--- config.mk ---
export PLATFORM = sky130hd
export DESIGN_NAME = vdec_hs_crc_sched_flat
export DESIGN_NICKNAME = d
export VERILOG_FILES = /design/src/rtl/vdec_hs_crc_sched_if.sv /design/src/rtl/vdec_hs_crc_sched.sv /design/src/flat_wrapper.sv
export SDC_FILE = /design/constraint.sdc
export NUM_CORES = 1
export LEC_CHECK = 0
export BUFFER_PORTS_ARGS = -buffer_cell sky130_fd_sc_hd__buf_4
export CAP_MARGIN = 20
export CELL_PAD_IN_SITES_DETAIL_PLACEMENT = 1
export CELL_PAD_IN_SITES_GLOBAL_PLACEMENT = 2
export CORE_AREA = 3 3 108 162
export DETAILED_ROUTE_END_ITERATION = 8
export DIE_AREA = 0 0 111 165
export GPL_TIMING_DRIVEN = 0
export PLACE_DENSITY_LB_ADDON = 0.1
export SLEW_MARGIN = 20
export SYNTH_ARGS = -nofsm -noshare
export SYNTH_HDL_FRONTEND = slang
export SYNTH_SLANG_ARGS = --single-unit
--- constraint.sdc ---
create_clock -name clk -period 5.6 [get_ports clk]
set_clock_uncertainty 0.1 [all_clocks]
set_input_delay 1.12 -clock clk [delete_from_list [all_inputs] [get_ports clk]]
set_output_delay 1.12 -clock clk [all_outputs]
set_load 0.02 [all_outputs]
--- src/rtl/vdec_hs_crc_sched_if.sv ---
`default_nettype none
// +----------------------------------------------------------------------------+
// | Module   : vdec_hs_crc_sched_if                                            |
// | Purpose  : Bundles the requester-side and engine-side signals of the HS    |
// |            CRC check scheduler.                                            |
// |            slave  modport : the scheduler itself                           |
// |            master modport : requesters and the CRC engine around it        |
// | Signals  : req/req_bits/req_len  requester levels and per-slot operands    |
// |            gnt/rsp_vld           one-hot acceptance and result pulses      |
// |            rsp_match/rsp_err     result qualifiers (valid with rsp_vld)    |
// |            eng_*                 CRC engine launch and completion          |
// |            sched_busy            scheduler is not idle                     |
// | Revision : 1.0  initial release                                            |
// +----------------------------------------------------------------------------+
interface vdec_hs_crc_sched_if #(
    parameter int NUM_REQ = 4,
    parameter int DATA_W  = 37,
    parameter int LEN_W   = 6
) ();

    logic [NUM_REQ-1:0]        req;
    logic [NUM_REQ*DATA_W-1:0] req_bits;
    logic [NUM_REQ*LEN_W-1:0]  req_len;
    logic [NUM_REQ-1:0]        gnt;
    logic [NUM_REQ-1:0]        rsp_vld;
    logic                      rsp_match;
    logic                      rsp_err;
    logic                      eng_start;
    logic [DATA_W-1:0]         eng_bits;
    logic [LEN_W-1:0]          eng_len;
    logic                      eng_done;
    logic                      eng_match;
    logic                      eng_busy;
    logic                      sched_busy;

    modport slave (
        input  req,
        input  req_bits,
        input  req_len,
        output gnt,
        output rsp_vld,
        output rsp_match,
        output rsp_err,
        output eng_start,
        output eng_bits,
        output eng_len,
        input  eng_done,
        input  eng_match,
        input  eng_busy,
        output sched_busy
    );

    modport master (
        output req,
        output req_bits,
        output req_len,
        input  gnt,
        input  rsp_vld,
        input  rsp_match,
        input  rsp_err,
        input  eng_start,
        input  eng_bits,
        input  eng_len,
        output eng_done,
        output eng_match,
        output eng_busy,
        input  sched_busy
    );

endinterface
`default_nettype wire

--- src/rtl/vdec_hs_crc_sched.sv ---
`default_nettype none
// +----------------------------------------------------------------------------+
// | Module   : vdec_hs_crc_sched                                               |
// | Purpose  : Round-robin scheduler sharing one serial HS CRC check engine    |
// |            between NUM_REQ requesters. One request in flight at a time;    |
// |            illegal lengths are rejected without starting the engine and a  |
// |            watchdog aborts a request whose engine never reports done.      |
// | Ports    : clk, rst   clock and synchronous active-high reset              |
// |            bus        vdec_hs_crc_sched_if.slave (requests, grants,        |
// |                       responses, engine launch/done, sched_busy)           |
// | Revision : 1.0  initial release                                            |
// +----------------------------------------------------------------------------+
module vdec_hs_crc_sched #(
    parameter int NUM_REQ = 4,
    parameter int DATA_W  = 37,
    parameter int LEN_W   = 6,
    parameter int TIMEOUT = 63
) (
    input  logic               clk,
    input  logic               rst,
    vdec_hs_crc_sched_if.slave bus
);

    localparam int                 PTR_W      = (NUM_REQ > 1) ? $clog2(NUM_REQ) : 1;
    localparam int                 WD_W       = $clog2(TIMEOUT + 1);
    localparam logic [PTR_W-1:0]   C_PTR_RST  = PTR_W'(NUM_REQ - 1);
    localparam logic [WD_W-1:0]    C_WD_LIMIT = WD_W'(TIMEOUT - 1);
    localparam logic [WD_W-1:0]    C_WD_ONE   = WD_W'(1);
    localparam logic [NUM_REQ-1:0] C_ONE_HOT0 = NUM_REQ'(1);

    // S_LAUNCH is the grant cycle: gnt/eng_start are visible while the
    // length check result decides between waiting and the error response,
    // which places an error response one cycle after the grant.
    typedef enum logic [2:0] {
        S_IDLE     = 3'd0,
        S_LAUNCH   = 3'd1,
        S_WAIT     = 3'd2,
        S_RESP     = 3'd3,
        S_RESP_ERR = 3'd4
    } state_t;

    state_t              state_q,     state_d;
    logic [PTR_W-1:0]    rr_ptr_q,    rr_ptr_d;
    logic [PTR_W-1:0]    win_q,       win_d;
    logic [WD_W-1:0]     wdog_q,      wdog_d;
    logic                match_q,     match_d;
    logic                len_bad_q,   len_bad_d;
    logic [NUM_REQ-1:0]  gnt_q,       gnt_d;
    logic                eng_start_q, eng_start_d;
    logic [DATA_W-1:0]   eng_bits_q,  eng_bits_d;
    logic [LEN_W-1:0]    eng_len_q,   eng_len_d;

    logic                w_found;
    logic [PTR_W-1:0]    w_win_idx;
    int                  w_cand;
    logic [PTR_W-1:0]    w_idx;
    logic [DATA_W-1:0]   w_bits_sel;
    logic [LEN_W-1:0]    w_len_sel;
    logic                w_len_bad;

    // ------------------------------------------------------------------
    // Round-robin search: start one past the last winner and wrap, so the
    // most recently served requester has the lowest priority.
    // ------------------------------------------------------------------
    always_comb begin
        w_found   = 1'b0;
        w_win_idx = '0;
        w_cand    = 0;
        w_idx     = '0;
        for (int k = 1; k <= NUM_REQ; k++) begin
            w_cand = int'(rr_ptr_q) + k;
            if (w_cand >= NUM_REQ) begin
                w_cand = w_cand - NUM_REQ;
            end
            w_idx = PTR_W'(w_cand);
            if (!w_found && bus.req[w_idx]) begin
                w_found   = 1'b1;
                w_win_idx = w_idx;
            end
        end
    end

    // Operand mux for the winning slot
    always_comb begin
        w_bits_sel = '0;
        w_len_sel  = '0;
        for (int i = 0; i < NUM_REQ; i++) begin
            if (w_win_idx == PTR_W'(i)) begin
                w_bits_sel = bus.req_bits[i*DATA_W +: DATA_W];
                w_len_sel  = bus.req_len[i*LEN_W +: LEN_W];
            end
        end
    end

    // A zero length or one longer than the check word cannot be checked
    assign w_len_bad = (w_len_sel == '0) || (int'(w_len_sel) > DATA_W);

    // ------------------------------------------------------------------
    // Next-state and registered-output logic
    // ------------------------------------------------------------------
    always_comb begin
        state_d     = state_q;
        rr_ptr_d    = rr_ptr_q;
        win_d       = win_q;
        wdog_d      = wdog_q;
        match_d     = match_q;
        len_bad_d   = len_bad_q;
        gnt_d       = '0;
        eng_start_d = 1'b0;
        eng_bits_d  = eng_bits_q;
        eng_len_d   = eng_len_q;

        case (state_q)
            S_IDLE: begin
                // A done pulse seen here belongs to an aborted request and
                // is deliberately ignored.
                if (w_found && !bus.eng_busy) begin
                    state_d     = S_LAUNCH;
                    rr_ptr_d    = w_win_idx;
                    win_d       = w_win_idx;
                    gnt_d       = C_ONE_HOT0 << w_win_idx;
                    eng_bits_d  = w_bits_sel;
                    eng_len_d   = w_len_sel;
                    len_bad_d   = w_len_bad;
                    eng_start_d = !w_len_bad;
                    match_d     = 1'b0;
                    wdog_d      = '0;
                end
            end

            S_LAUNCH: begin
                // The engine needs at least two cycles after its start
                // pulse, so no done can be due here.
                if (len_bad_q) begin
                    state_d = S_RESP_ERR;
                end else begin
                    state_d = S_WAIT;
                end
            end

            S_WAIT: begin
                // Done takes precedence over a watchdog expiry in the same cycle
                if (bus.eng_done) begin
                    match_d = bus.eng_match;
                    wdog_d  = '0;
                    state_d = S_RESP;
                end else if (wdog_q == C_WD_LIMIT) begin
                    wdog_d  = '0;
                    state_d = S_RESP_ERR;
                end else begin
                    wdog_d  = wdog_q + C_WD_ONE;
                end
            end

            S_RESP:     state_d = S_IDLE;
            S_RESP_ERR: state_d = S_IDLE;
            default:    state_d = S_IDLE;
        endcase
    end

    always_ff @(posedge clk) begin
        if (rst) begin
            state_q     <= S_IDLE;
            rr_ptr_q    <= C_PTR_RST;
            win_q       <= '0;
            wdog_q      <= '0;
            match_q     <= 1'b0;
            len_bad_q   <= 1'b0;
            gnt_q       <= '0;
            eng_start_q <= 1'b0;
            eng_bits_q  <= '0;
            eng_len_q   <= '0;
        end else begin
            state_q     <= state_d;
            rr_ptr_q    <= rr_ptr_d;
            win_q       <= win_d;
            wdog_q      <= wdog_d;
            match_q     <= match_d;
            len_bad_q   <= len_bad_d;
            gnt_q       <= gnt_d;
            eng_start_q <= eng_start_d;
            eng_bits_q  <= eng_bits_d;
            eng_len_q   <= eng_len_d;
        end
    end

    // ------------------------------------------------------------------
    // Outputs: response pulses decode straight from the response states,
    // so they are zero in every other state without extra flops.
    // ------------------------------------------------------------------
    assign bus.gnt        = gnt_q;
    assign bus.eng_start  = eng_start_q;
    assign bus.eng_bits   = eng_bits_q;
    assign bus.eng_len    = eng_len_q;
    assign bus.rsp_vld    = ((state_q == S_RESP) || (state_q == S_RESP_ERR))
                            ? (C_ONE_HOT0 << win_q) : '0;
    assign bus.rsp_match  = (state_q == S_RESP) && match_q;
    assign bus.rsp_err    = (state_q == S_RESP_ERR);
    assign bus.sched_busy = (state_q != S_IDLE);

endmodule
`default_nettype wire

--- src/flat_wrapper.sv ---
// flat-port wrapper written by rule: the top's interface ports become plain ports
module vdec_hs_crc_sched_flat 
#(
    parameter int NUM_REQ = 4,
    parameter int DATA_W  = 37,
    parameter int LEN_W   = 6,
    parameter int TIMEOUT = 63
)
  (clk, rst, bus_req, bus_req_bits, bus_req_len, bus_gnt, bus_rsp_vld, bus_rsp_match, bus_rsp_err, bus_eng_start, bus_eng_bits, bus_eng_len, bus_eng_done, bus_eng_match, bus_eng_busy, bus_sched_busy);
  vdec_hs_crc_sched_if #(.NUM_REQ(NUM_REQ), .DATA_W(DATA_W), .LEN_W(LEN_W)) bus_i ();
  input  logic clk;
  input  logic rst;
  input wire logic [$bits(bus_i.req)-1:0] bus_req;
  input wire logic [$bits(bus_i.req_bits)-1:0] bus_req_bits;
  input wire logic [$bits(bus_i.req_len)-1:0] bus_req_len;
  output wire logic [$bits(bus_i.gnt)-1:0] bus_gnt;
  output wire logic [$bits(bus_i.rsp_vld)-1:0] bus_rsp_vld;
  output wire logic [$bits(bus_i.rsp_match)-1:0] bus_rsp_match;
  output wire logic [$bits(bus_i.rsp_err)-1:0] bus_rsp_err;
  output wire logic [$bits(bus_i.eng_start)-1:0] bus_eng_start;
  output wire logic [$bits(bus_i.eng_bits)-1:0] bus_eng_bits;
  output wire logic [$bits(bus_i.eng_len)-1:0] bus_eng_len;
  input wire logic [$bits(bus_i.eng_done)-1:0] bus_eng_done;
  input wire logic [$bits(bus_i.eng_match)-1:0] bus_eng_match;
  input wire logic [$bits(bus_i.eng_busy)-1:0] bus_eng_busy;
  output wire logic [$bits(bus_i.sched_busy)-1:0] bus_sched_busy;
  assign bus_i.req = bus_req;
  assign bus_i.req_bits = bus_req_bits;
  assign bus_i.req_len = bus_req_len;
  assign bus_gnt = bus_i.gnt;
  assign bus_rsp_vld = bus_i.rsp_vld;
  assign bus_rsp_match = bus_i.rsp_match;
  assign bus_rsp_err = bus_i.rsp_err;
  assign bus_eng_start = bus_i.eng_start;
  assign bus_eng_bits = bus_i.eng_bits;
  assign bus_eng_len = bus_i.eng_len;
  assign bus_i.eng_done = bus_eng_done;
  assign bus_i.eng_match = bus_eng_match;
  assign bus_i.eng_busy = bus_eng_busy;
  assign bus_sched_busy = bus_i.sched_busy;
  vdec_hs_crc_sched #(.NUM_REQ(NUM_REQ), .DATA_W(DATA_W), .LEN_W(LEN_W), .TIMEOUT(TIMEOUT)) u_core (.clk(clk), .rst(rst), .bus(bus_i));
endmodule
[After elaboration in Yosys (flattened, before gate mapping)]
Index checks and enable logic that the tools add are counted.
Word-level totals
  flip-flop bits (word level): 63
  word-level logic and storage cells: 106
  bits of input ports: 181
Operators by class
  multiplexer cells: 41
  add/subtract/negate cells: 9
  bitwise logic cells: 2
  shift operators: 2
  equal/unequal tests: 11
  reduce and logical (&&, ||, !) cells: 22
  order comparisons: 9
Operators with widths (count)
  37-bit 2-to-1 mux: 4
  6-bit 2-to-1 mux: 7
  2-bit 2-to-1 mux: 8
  2-bit by 3-bit < comparator with 1-bit output (second input constant): 4
  3-bit 2-to-1 mux: 4
  6-bit case mux with 2 select lines: 1
  1-bit 2-to-1 mux: 10
  3-bit greater-or-equal comparator (second input constant): 3
  3-bit case mux with 3 select lines: 1
  1-bit binary-select mux with 2-bit select: 4
  1-bit by 2-bit << shifter with 4-bit output (first input constant): 2
  2-bit by 1-bit subtractor with 2-bit output (second input constant): 4
  2-bit by 2-bit adder with 3-bit output (second input constant): 2
  6-bit by 1-bit adder with 6-bit output (second input constant): 1
  3-bit by 2-bit == test with 1-bit output (second input constant): 2
  6-bit == test (second input constant): 1
  6-bit > comparator (second input constant): 1
  6-bit zero test: 1
  2-bit AND reduction: 3
  1-bit logical AND: 5
  1-bit zero test: 5
  2-bit by 3-bit adder with 4-bit output (second input constant): 1
  2-bit == test (second input constant): 2
  4-bit by 3-bit greater-or-equal comparator with 1-bit output (second input constant): 1
  17 further kinds: 19

[Logic depth before layout (Yosys ltp)]
Gate-level depths: netlist of run 1.
  word-level depth: 23
  gate-level depth with buffers: 9
  mapped depth without buffers: 7

[Least setup slack after synthesis of run 1]
OpenSTA, ideal clock, no wires.
  path kind: flip-flop to output port
  from: register u_core.state_q[1]
  to: output bus_rsp_vld[1]
  stages on the path, launching flop included: 5
  data arrival time: 1.837 ns
  path buffers: 1
  path slack: 2.543 ns
  required time: 4.380 ns
  path through: dfxtp_1 > clkbuf_1 > nor3b_1 > a21oi_1 > nor3b_1
Between the ends
  cells in the longest elaborated chain, start to end: 3
  elaborated cells on any way between the ends: 4
Ends and longest elaborated chain
  from (decl): RTL line vdec_hs_crc_sched.sv:42  | state_t state_q, state_d;
  from (signal assigned): RTL line vdec_hs_crc_sched.sv:174  | state_q <= state_d;
  3-bit == test
  via bus_rsp_err: RTL line flat_wrapper.sv:19  | output wire logic [$bits(bus_i.rsp_err)-1:0] bus_rsp_err;
  1-bit logical OR: RTL line vdec_hs_crc_sched.sv:195  | assign bus.rsp_vld = ((state_q == S_RESP) || (state_q == S_RESP_ERR))
  4-bit 2-to-1 mux: RTL line vdec_hs_crc_sched.sv:196  | ? (C_ONE_HOT0 << win_q) : '0;
  to (decl): RTL line flat_wrapper.sv:17  | output wire logic [$bits(bus_i.rsp_vld)-1:0] bus_rsp_vld;
The timed path passes the listed nets, and every way through them passes these cells.

[Worst setup path in the final report of run 1]
  from: input bus_req[3]
  to: register u_core.eng_bits_q[17], in the netlist u_core.bus.eng_bits[17]
Between the ends
  cells in the longest elaborated chain, start to end: 17
  elaborated cells on any way between the ends: 32
Ends and longest elaborated chain
  from (decl): RTL line flat_wrapper.sv:13  | input wire logic [$bits(bus_i.req)-1:0] bus_req;
  1-bit binary-select mux with 2-bit select: RTL line vdec_hs_crc_sched.sv:76  | if (!w_found && bus.req[w_idx]) begin
  1-bit 2-to-1 mux (not written as such): RTL line vdec_hs_crc_sched.sv:76
  1-bit 2-to-1 mux: RTL line vdec_hs_crc_sched.sv:76
  1-bit zero test: RTL line vdec_hs_crc_sched.sv:76
  1-bit logical AND: RTL line vdec_hs_crc_sched.sv:76
  1-bit 2-to-1 mux: RTL line vdec_hs_crc_sched.sv:76
  1-bit zero test: RTL line vdec_hs_crc_sched.sv:76
  1-bit logical AND: RTL line vdec_hs_crc_sched.sv:76
  1-bit 2-to-1 mux: RTL line vdec_hs_crc_sched.sv:76
  1-bit zero test: RTL line vdec_hs_crc_sched.sv:76
  1-bit logical AND: RTL line vdec_hs_crc_sched.sv:76
  2-bit 2-to-1 mux: RTL line vdec_hs_crc_sched.sv:76
  2-bit zero test: RTL line vdec_hs_crc_sched.sv:88  | if (w_win_idx == PTR_W'(i)) begin
  37-bit 2-to-1 mux (4 in series): RTL line vdec_hs_crc_sched.sv:88
  to (signal assigned): RTL line vdec_hs_crc_sched.sv:182  | eng_bits_q <= eng_bits_d;
  to (decl): RTL line vdec_hs_crc_sched.sv:50  | logic [DATA_W-1:0] eng_bits_q, eng_bits_d;
Several ways; a longest one is shown, not always the timed one. The select of a mux whose other input is x is not followed.
A chain may end at the register's enable or synchronous reset.

==> results of run 1 <==
[cell families after synthesis]
kind of cell / Yosys count / synth area share, %
buf+inv: 50 / 5.726
flops: 63 / 33.95
xor+xnor: 4 / 0.9433
simple gates: 220 / 26.81
fa+ha+maj: 2 / 0.6735
mux: 19 / 5.120
compound gates: 141 / 26.78
[stage by stage]
stage	util, %	cell area [sq um]	hold WS, ps	power (mW)	std cells
after floorplan	-	3715	358.4	0.8266	499
after global placement	35.39	5729	344.9	1.088	939
after detailed placement	35.39	5729	360.8	1.102	939
after CTS	37.04	5996	368.7	1.618	955
after global routing	37.04	5996	385.0	1.685	955
final	37.04	5996	361.2	1.589	955
[cells in the final DEF, fill, tap and decap left out, types with 3 or more instances in the layout]
cell type / netlist / layout
a211oi_1: 38 / 38
a21oi_1: 48 / 48
a311oi_1: 37 / 37
and2_0: 7 / 7
and2_1: 31 / 31
and3_1: 4 / 4
buf_1: 3 / 3
buf_2: 11 / 11
buf_4: 1 / 235
clkbuf_1: 30 / 31
clkbuf_16: 0 / 9
clkinv_2: 0 / 3
clkinvlp_4: 0 / 3
dfxtp_1: 63 / 63
inv_1: 4 / 4
mux2i_1: 19 / 19
nand2_1: 91 / 91
nand2b_1: 4 / 4
nor2_1: 61 / 61
nor3_1: 4 / 4
nor3b_1: 4 / 4
nor4_1: 4 / 4
o21ai_0: 5 / 5
xor2_1: 3 / 3
[flip-flops by register name (all words and copies together) (netlist names)]
| register | cells |
|---|---|
| u_core.bus.eng_bits | 37 |
| u_core.bus.eng_len | 6 |
| u_core.bus.eng_start | 1 |
| u_core.bus.gnt | 4 |
| u_core.len_bad_q | 1 |
| u_core.match_q | 1 |
| u_core.rr_ptr_q | 2 |
| u_core.state_q | 3 |
| u_core.wdog_q | 6 |
| u_core.win_q | 2 |
[worst max-delay path: cells and delay by family]
family	cells	cell delay [ps]
simple gates	2	220
buf+inv	3	910
compound gates	5	1150
[metal layers]
metal | vias to the layer above | part of all wire [%] | track usage, %
met1 | 2206 | 37 | 19.63
met2 | 150 | 55 | 37.04
met4 | 0 | 2.0 | 6.499
met5 | - | 0 | 0
li1 | 2261 | - | -
met3 | 18 | 5.7 | 4.692
[cell type report]
cell class	count	area, sq um
fillers	2028	10190
multi-input cells	386	2241
repair buffers	234	1757
flip-flops and latches	63	1261
well taps	206	257.7
clock buffers	10	229.0
plain buffers	46	197.7
clock inverters	6	37.54
inverters	4	15.01
[power breakdown]
part | switching (mW) | total [mW] | internal [mW]
clock network | 0.212 | 0.509 | 0.297
registers | 0.0268 | 0.517 | 0.491
logic | 0.318 | 0.563 | 0.245
total | 0.557 | 1.59 | 1.03
[path summary, 6_finish.rpt]
check / cells past startpoint / endpoint / slack, ps
max: 10 / u_core.bus.eng_bits[17]$_SDFFE_PP0P_ / 2340
min: 2 / u_core.bus.eng_len[3]$_SDFFE_PP0P_ / 360
max reg2reg: 9 / u_core.bus.eng_bits[17]$_SDFFE_PP0P_ / 2840
min reg2reg: 2 / u_core.bus.eng_len[3]$_SDFFE_PP0P_ / 360
==> summary.md, run 1 <==
| Metric | Value |
|---|---|
| Lkg Pwr | 2.679 nW |
| Routed Antenna Nets | 0 |
| Setup WS post-layout | around 2300 ps |
| DRC Markers | 0 |
| Die width | 111 um |
| Most frequent CP cell | buf_4 |
| Post_cts resized | 0 |
| Async SR Flop Fraction | 0% |
| Synth Warn # | 0 |
| Outcome | finished clean |
| Vias per inst | roughly 4.9 |
| CTS buffer count | 9 |
| Core ar. | 0.01619 sq mm |
| Reg clk slew, reported paths | 50 ps |
| Most numerous cell in the Yosys netlist | nand2_1 |
| Final min period | around 3300 ps |
| Total number of vias | between 4000 and 5000 |
| Fmax | roughly 0.3 GHz |
| Final Max Slew Viols | 0 |
| Unique masters post-synth | 41 |
| Crit path kind | in2reg |
| Synth Register Bits | between 60 and 70 |
| Crit-path max FO | 10 |
| Slew headroom | 59.17% |
| CTS Sinks | 63 |
| Starting density of the core | between 20% and 30% |
| Skew-Pair Late Insertion Delay | 330 ps |
| Number of global-route vias before repair | 5049 |
| Worst hold path type | reg2reg |
| Total gr overflow | 0 |
| IO Count | 236 |
| Clk root buf | clkbuf_16 |
| Routed WL | 18100 um |
| Max Cap Viol | 0 |
| Post-synth EDFFs | 0 |
| Hold-fix buffers, CTS | 0 |
| Worst path required time | 5760 ps |
| Min-delay src | u_core.bus.eng_len[3]$_SDFFE_PP0P_ |
| Layout net count | 927 |
| ANT cells | 0 |
| Final setup fails | 0 |
| Total Routing Usage GR | 19.00% |
| Mapped cell area | 0.003715 sq mm |
| First-pass GRT wire length | 27120 um |
| Initial drt markers | 145 |
| Syn_nets | 682 |
| Synthesized instance count | ~500 |
| CP peak stage delay | 490 ps |
| Peak VDD IR | 0.1106 mV |
| Power density over cell area | 265.1 mW/mm^2 |
| Final hold viol count | 0 |
| Tcrit/Tclk final | 58.15% |
| DIE HEIGHT | roughly 170 um |
| Die area | 0.01832 sq mm |
| DRT Pass-1 Iters | 4 |
| CP max-delay cell | clkbuf_1 |
| Row count | 57 |
| Post-CTS Setup Repair Bufs | 0 |
| Routed wire per std cell | between 15 and 20 um |
| HPWL after DPL | about 15000 um |
| Pre-CTS setup slack | 1976 ps |
| Syn_area_per_cell | 7.445 sq um |
| H-Tree Depth | 3 |
| Share of cells above drive strength 1 | 35.38% |
| Critical path capture point type | flop |
| Critical Path Start Type | input pin |
| Launch point of the worst reg-to-reg path | u_core.rr_ptr_q[0]$_SDFFE_PP1P_ |
| Setup TNS Final | 0 ps |
| Area leader, netlist | dfxtp_1 |
| Commonest cells post-synth | 91 x nand2_1, 63 x dfxtp_1, 61 x nor2_1 |
| CTS tree | built |
| Top post-synthesis cells by area | dfxtp_1 34%, nand2_1 9.2%, a311oi_1 8.7% |
| Sequential element share of the synthesized area | 33.95% |
| Initial antenna violation count | 0 |
| Critical-path cell list | buf_4 -> nand2b_1 -> o21ai_1 -> a211oi_2 -> buf_4 -> clkbuf_1 -> a211oi_1 -> a311oi_1 -> a21oi_1 -> nor2_1 |
| Arrival time of the worst setup path | around 3400 ps |
| Max Root-Sink Buffers | 2 |
| Placer congestion estimate | approximately 0.78 |
| Area Overhead vs Synth | 61.40% |
| Primary FF master, synth | dfxtp_1 |
| Yosys top cell area share | ~34% |
| Slew @ Worst Pin | 612.5 ps |
| RSZ-0062 raised after global routing | no |
| Largest net degree at the start of global routing | 12 |
| Buffers added on ports | 234 |
| Crit path launch | bus_req[3] |
Power figures use the tool's default switching activity.
==> inputs of run 2 (changes only) <==
Settings changed: CORE_AREA 3 3 108 162 to 3 3 113 169, DIE_AREA 0 0 111 165 to 0 0 116 172.
Clock period 5.6 ns to 3.1 ns, I/O delays scaled along.
==> run 2 against run 1 <==
Combinational power increased by 81%; worst hold slack got worse by 1.4 ps; die area increased by 8.9%; global-route usage decreased by 1.3 points; wire length decreased by 0.29%; critical path depth decreased by 1; largest power group is now clock.
==> summary.md, run 2 (synthesis gave the netlist of run 1 again) <==
| Metric | Value |
|---|---|
| Placer congestion estimate | 0.7743 (was 0.7782) |
| WP depth | 9 (was 10) |
| Vias per inst | 4.771 (was 4.853) |
| Switch share | 32.20% (was 35.05%) |
| Total gr overflow | 0 (unchanged) |
| Routed Antenna Nets | 0 (unchanged) |
| CP max-delay cell | buf_1 (was clkbuf_1) |
| Most frequent cells in the layout | 235 x buf_4, 91 x nand2_1, 63 x dfxtp_1 (unchanged) |
| Worst path bufs/invs | 3 (unchanged) |
| Tcrit/Tclk final | 88.63% |
| Power, Total | 3.062 mW (was 1.589 mW) |
| Slew headroom | 53.80% (was 59.17%) |
| P_sw | 986.2 uW (was 557.0 uW) |
| CP peak stage delay | 460 ps (was 490 ps) |
| Initial drt markers | 93 (was 145) |
| HPWL after DPL | 14720 um (was 14640 um) |
| Largest net degree at the start of global routing | 11 (was 12) |
| Layout net count | 927 (unchanged) |
| CTS buffer count | 9 (unchanged) |
| Starting density of the core | 20.79% (was 22.95%) |
| Crit-path max FO | 10 (unchanged) |
| Fmax | 0.3640 GHz |
| Commonest non-fill, non-tap cell in the layout | buf_4 (unchanged) |
| Final min period | 2748 ps |
| DRT Pass-1 Iters | 4 (unchanged) |
| Power density over cell area | 504.6 mW/mm^2 (was 265.1 mW/mm^2) |
| Largest register FFs | 37 (unchanged) |
| Buffers added on ports | 234 (unchanged) |
| DRC Markers | 0 (unchanged) |
| Worst reg2reg endpoint | u_core.bus.eng_bits[8]$_SDFFE_PP0P_ (was u_core.bus.eng_bits[17]$_SDFFE_PP0P_) |
| IO Count | 236 (unchanged) |
| Hold-fix buffers, CTS | 0 (unchanged) |
| Register area | 0.001261 sq mm (unchanged) |
| Area of the multi-input gates | 0.002241 sq mm (unchanged) |
| H-Tree Depth | 3 (unchanged) |
| Max Root-Sink Buffers | 2 (unchanged) |
| Initial antenna violation count | 0 (unchanged) |
| Clock share of power | 36.4% (was 32.0%) |
| Post-Route Utilization | 33.96% (was 37.04%) |
| Clk root buf | clkbuf_16 (unchanged) |
| Setup TNS Final | 0 ps (unchanged) |
| Worst r2r path cells | 9 (unchanged) |
| Critical Path Start Type | input pin (unchanged) |
| RSZ-0062 raised after global routing | no (unchanged) |
| Internal power | 2.076 mW (was 1.032 mW) |
| Post-CTS Setup Repair Bufs | 0 (unchanged) |
| Fillers | 2245 (was 2028) |
| DIE HEIGHT | 172 um (was 165 um) |
| Die area | 0.01995 sq mm (was 0.01832 sq mm) |
| Number of global-route vias before repair | 5103 (was 5049) |
| Critical path capture point type | flop (unchanged) |
| Worst hold path type | reg2reg (unchanged) |
| Routed wire per std cell | 18.68 um (was 18.95 um) |
| CTS tree | built (unchanged) |
| CP top delay family | buffers and inverters (was compound AO/OA/AOI/OAI gates) |
| Row count | 60 (was 57) |
| Met2 Wirelength | 9896 um (was 10030 um) |
| Total number of vias | 4609 (was 4635) |
| Gate power share | 33.2% (was 35.4%) |
| ANT cells | 0 (unchanged) |
| Crit path kind | in2reg (unchanged) |
| Die width | 116 um (was 111 um) |
| Final setup fails | 0 (unchanged) |
| Worst path required time | 3260 ps (was 5760 ps) |
| Met1 WL | 6757 um (was 6676 um) |
| Lkg Pwr | 2.715 nW (was 2.679 nW) |
| R2R Setup Slk | 410 ps (was 2840 ps) |
| Crit path launch | bus_req[0] (was bus_req[3]) |
| DR WL met3 | 1022 um (was 1023 um) |
| Setup WS post-layout | 352.4 ps (was 2344 ps) |
| Max Cap Viol | 0 (unchanged) |
| Area Overhead vs Synth | 63.35% (was 61.40%) |
| First-pass GRT wire length | 27210 um (was 27120 um) |
| Critical-path cell list | buf_4 -> or2_1 -> a311oi_2 -> buf_2 -> buf_1 -> nand2_1 -> a311oi_1 -> a21oi_1 -> nor2_1 (was buf_4 -> nand2b_1 -> o21ai_1 -> a211oi_2 -> buf_4 -> clkbuf_1 -> a211oi_1 -> a311oi_1 -> a21oi_1 -> nor2_1) |
| Slew @ Worst Pin | 693.0 ps (was 612.5 ps) |
| CTS Sinks | 63 (unchanged) |
| Sequential power share | 30.5% (was 32.6%) |
| Total Routing Usage GR | 17.68% (was 19.00%) |
| Final hold viol count | 0 (unchanged) |
| Final Max Slew Viols | 0 (unchanged) |
| Peak VDD IR | 0.2398 mV (was 0.1106 mV) |
| Arrival time of the worst setup path | 2910 ps (was 3420 ps) |
| Outcome | finished clean (unchanged) |
| Pre-CTS setup slack | 6.686 ps (was 1976 ps) |
| Share of cells above drive strength 1 | 35.25% (was 35.38%) |
| CP Capture Point | u_core.bus.eng_bits[8]$_SDFFE_PP0P_ (was u_core.bus.eng_bits[17]$_SDFFE_PP0P_) |
| Core ar. | 0.01787 sq mm (was 0.01619 sq mm) |
| Skew-Pair Late Insertion Delay | 320 ps (was 330 ps) |
| Reg clk slew, reported paths | 60 ps (was 50 ps) |
| Post_cts resized | 0 (unchanged) |
| Top layer in use | met4 (unchanged) |
| Launch point of the worst reg-to-reg path | u_core.rr_ptr_q[0]$_SDFFE_PP1P_ (unchanged) |
| Routed WL | 18050 um (was 18100 um) |
-- run 2: layout make-up --
type                            instances  area share [%]
Buffer                                 46           3.258
Sequential cell                        63           20.78
Inverter                                4          0.2474
Clock buffer                           13           4.289
Clock inverter                          3           1.072
Multi-Input combinational cell        386           36.93
Timing Repair Buffer                  234           28.95
Tap cell                              217           4.474
-- run 2: power groups by stage --
stage | Combinational, mW | Clock [mW] | Sequential (mW)
6_report | 1.02 | 1.11 | 0.933
5_1_grt | 1.13 | 1.18 | 0.945
4_1_cts | 1.04 | 1.15 | 0.935
2_1_floorplan | 0.474 | 0 | 1.02
3_5_place_dp | 1.04 | 0 | 0.951
3_3_place_gp | 1.02 | 0 | 0.948
-- run 2: how the worst min path moves through the flow --
stage / start / endpoint / slack, ps / depth (start not counted)
final: u_core.bus.eng_len[5]$_SDFFE_PP0P_ / u_core.bus.eng_len[5]$_SDFFE_PP0P_ / 360 / 2
after global routing: u_core.bus.eng_len[0]$_SDFFE_PP0P_ / u_core.bus.eng_len[0]$_SDFFE_PP0P_ / 380 / 2
after floorplan: u_core.wdog_q[5]$_SDFFE_PP0P_ / u_core.wdog_q[5]$_SDFFE_PP0P_ / 360 / 2
after CTS: u_core.bus.eng_len[5]$_SDFFE_PP0P_ / u_core.bus.eng_len[5]$_SDFFE_PP0P_ / 360 / 2
after global placement: u_core.bus.eng_len[4]$_SDFFE_PP0P_ / u_core.bus.eng_len[4]$_SDFFE_PP0P_ / 350 / 2
after detailed placement: u_core.bus.eng_len[5]$_SDFFE_PP0P_ / u_core.bus.eng_len[5]$_SDFFE_PP0P_ / 350 / 2
-- run 2: routing by layer --
metal,global-route usage [%],vias to the layer above
li1,-,2268
met1,18.58,2179
met2,33.93,142
met3,4.062,20
met4,5.957,0
met5,0,-
-- run 2: tightest hold or removal path: stages, from the launching register on --
cell and delay [ps]:
dfxtp_1 310, nand2_1 50, a21oi_1 50
-- run 2: stage by stage --
| stage | cells | hold slack, ps | instance area (sq um) |
|---|---|---|---|
| 3_5_place_dp | 950 | 352.0 | 5743 |
| 4_1_cts | 966 | 362.2 | 6068 |
| 2_1_floorplan | 499 | 358.4 | 3715 |
| 6_report | 966 | 359.8 | 6068 |
| 5_1_grt | 966 | 384.4 | 6068 |
| 3_3_place_gp | 950 | 349.4 | 5743 |
==> inputs of run 3 (changes only) <==
--- a/config.mk
+++ b/config.mk
@@ -6,4 +6,5 @@
 export NUM_CORES = 1
 export LEC_CHECK = 0
+export ABC_CLOCK_PERIOD_IN_PS = 3100
 export BUFFER_PORTS_ARGS = -buffer_cell sky130_fd_sc_hd__buf_4
 export CAP_MARGIN = 20
@@ -13,5 +14,4 @@
 export DETAILED_ROUTE_END_ITERATION = 8
 export DIE_AREA = 0 0 116 172
-export GPL_TIMING_DRIVEN = 0
 export PLACE_DENSITY_LB_ADDON = 0.1
 export SLEW_MARGIN = 20
==> constraint.sdc (replaced) <==
create_clock -name clk -period 3.1 [get_ports clk]
set_clock_uncertainty 0.1 [all_clocks]
set_input_delay 0.31 -clock clk [delete_from_list [all_inputs] [get_ports clk]]
set_output_delay 0.31 -clock clk [all_outputs]
set_load 0.02 [all_outputs]
==> run 3 against run 2 <==
Count of clock-buffer cells in the layout is the same; sequential share of layout area rose by 0.28 points; clock power down 16%; first-iteration DRC count grew 33%; sequential power up 0.5%; power fell by 6.8%; register-to-register slack about the same; maximum frequency is 1.6% higher; wire length is 9.4% lower; critical path type is now reg2reg; critical endpoint is now u_core.len_bad_q$_SDFFE_PP0P_; largest power group is now combinational logic.
==> summary.md, run 3 (synthesis gave the netlist of run 1 again) <==
| Metric | Value |
|---|---|
| CTS buffer count | 9 (unchanged) |
| Post-CTS Setup Repair Bufs | 0 (unchanged) |
| Power, Total | 2.855 mW (was 3.062 mW) |
| Row count | 60 (unchanged) |
| Buffers added on ports | 235 (was 234) |
| Crit-path max FO | 38 (was 10) |
| Routed wire per std cell | 17.63 um (was 18.68 um) |
| Total gr overflow | 0 (unchanged) |
| Final Max Slew Viols | 0 (unchanged) |
| Routed Antenna Nets | 0 (unchanged) |
| CTS tree | built (unchanged) |
| Layout net count | 891 (was 927) |
| Hold WS | 245.4 ps (was 359.8 ps) |
| Starting density of the core | 20.79% (unchanged) |
| Total number of vias | 4453 (was 4609) |
| Critical Path Start Type | flop (was input pin) |
| Crit path kind | reg2reg (was in2reg) |
| Fmax | 0.3698 GHz (was 0.3640 GHz) |
| CTS Sinks | 63 (unchanged) |
| Placed cells | 914 (was 950) |
| Final cell count without fillers | 928 (was 966) |
| HPWL after DPL | 12540 um (was 14720 um) |
| Crit path launch | u_core.rr_ptr_q[1]$_SDFFE_PP1P_ (was bus_req[0]) |
| Placed Area | 0.005723 sq mm (was 0.005743 sq mm) |
| Power density over cell area | 476.8 mW/mm^2 (was 504.6 mW/mm^2) |
| Final hold viol count | 0 (unchanged) |
| Area Overhead vs Synth | 61.20% (was 63.35%) |
| Setup WS post-layout | 396.2 ps (was 352.4 ps) |
| Commonest non-fill, non-tap cell in the layout | buf_4 (unchanged) |
| Tcrit/Tclk final | 87.22% (was 88.63%) |
| Lkg Pwr | 2.677 nW (was 2.715 nW) |
| Min-delay src | bus_eng_done (was u_core.bus.eng_len[5]$_SDFFE_PP0P_) |
| Clk root buf | clkbuf_16 (unchanged) |
| Final setup fails | 0 (unchanged) |
| Initial drt markers | 124 (was 93) |
| Pre-CTS setup slack | 265.5 ps (was 6.686 ps) |
| Largest register FFs | 37 (unchanged) |
| ANT cells | 0 (unchanged) |
| IO Count | 236 (unchanged) |
| Share of cells above drive strength 1 | 36.71% (was 35.25%) |
| RSZ-0062 raised after global routing | no (unchanged) |
| Outcome | finished clean (unchanged) |
| Core ar. | 0.01787 sq mm (unchanged) |
| Vias per inst | 4.798 (was 4.771) |
| Worst hold path type | in2reg (was reg2reg) |
| Launch point of the worst reg-to-reg path | u_core.rr_ptr_q[1]$_SDFFE_PP1P_ (was u_core.rr_ptr_q[0]$_SDFFE_PP1P_) |
| H-Tree Depth | 3 (unchanged) |
| Hold-fix buffers, CTS | 0 (unchanged) |
| Worst path required time | 3240 ps (was 3260 ps) |
| DRC Markers | 0 (unchanged) |
| Most frequent cells in the layout | 238 x buf_4, 91 x nand2_1, 63 x dfxtp_1 (was 235 x buf_4, 91 x nand2_1, 63 x dfxtp_1) |
| Initial antenna violation count | 0 (unchanged) |
| Post-Route Utilization | 33.52% (was 33.96%) |
| Critical path capture point type | flop (unchanged) |
| Die area | 0.01995 sq mm (unchanged) |
| Arrival time of the worst setup path | 2850 ps (was 2910 ps) |
| DIE HEIGHT | 172 um (unchanged) |
| Post_cts resized | 0 (unchanged) |
| Final min period | 2704 ps (was 2748 ps) |
| DRT Pass-1 Iters | 4 (unchanged) |
| Setup TNS Final | 0 ps (unchanged) |
| Skew-Pair Late Insertion Delay | 330 ps (was 320 ps) |
| Max Cap Viol | 0 (unchanged) |
| Routed WL | 16360 um (was 18050 um) |
| Largest net degree at the start of global routing | 56 (was 11) |
| Reg clk slew, reported paths | 50 ps (was 60 ps) |
| Peak VDD IR | 0.2067 mV (was 0.2398 mV) |
| Slew headroom | 44.14% (was 53.80%) |
| Total Routing Usage GR | 15.85% (was 17.68%) |
| Max Root-Sink Buffers | 2 (unchanged) |
| Number of global-route vias before repair | 4637 (was 5103) |
| Slew @ Worst Pin | 835.2 ps (was 693.0 ps) |
| Die width | 116 um (unchanged) |
| Final Cell Area | 0.005988 sq mm (was 0.006068 sq mm) |
| First-pass GRT wire length | 24340 um (was 27210 um) |
| Placer congestion estimate | 0.7359 (was 0.7743) |
-- run 3: cell types whose count changed in the layout (fill, tap and decap cells not counted), moves of 2 or more --
cell       delta
buf_1         -3
buf_12        +6
buf_2        -11
buf_4         +3
bufinv_16     -2
clkbuf_1     -30
-- run 3: layout make-up --
class | count | area, sq um
sequential | 63 | 1261
inverter | 4 | 15.01
tap | 217 | 271.5
timing repair buffer | 244 | 1907
multi-input combinational | 386 | 2268
clock buffer | 13 | 260.3
clock inverter | 1 | 5.005
fill | 2173 | 11880
-- run 3: metal layers --
metal / global-route usage [%] / part of all wire [%]
met1: 16.44 / 36
met2: 29.72 / 55
met3: 4.097 / 6.0
met4: 6.562 / 2.6
met5: 0 / 0
-- run 3: path summary, 6_finish.rpt --
kind | to | slack, ps | cells past startpoint
worst min-delay path | u_core.state_q[0]$_SDFFE_PP0P_ | 250 | 3
worst min register to register | u_core.bus.eng_len[3]$_SDFFE_PP0P_ | 360 | 2
worst max register to register | u_core.len_bad_q$_SDFFE_PP0P_ | 400 | 8
worst max-delay path | u_core.len_bad_q$_SDFFE_PP0P_ | 400 | 8
-- run 3: where the power goes --
group / leakage (nW) / total (mW) / internal (mW) / switching, mW
Clock: 0.132 / 0.931 / 0.575 / 0.356
Combinational: 2.03 / 0.987 / 0.458 / 0.528
Sequential: 0.516 / 0.938 / 0.887 / 0.0513
-- run 3: critical path: stages (launching register included) --
cell      delay, ps
dfxtp_1         500
nor3b_1         160
a311oi_4        610
buf_12          290
mux2i_1         230
mux2i_1         110
nor2_1          230
nand2_1         120
a311oi_2        260
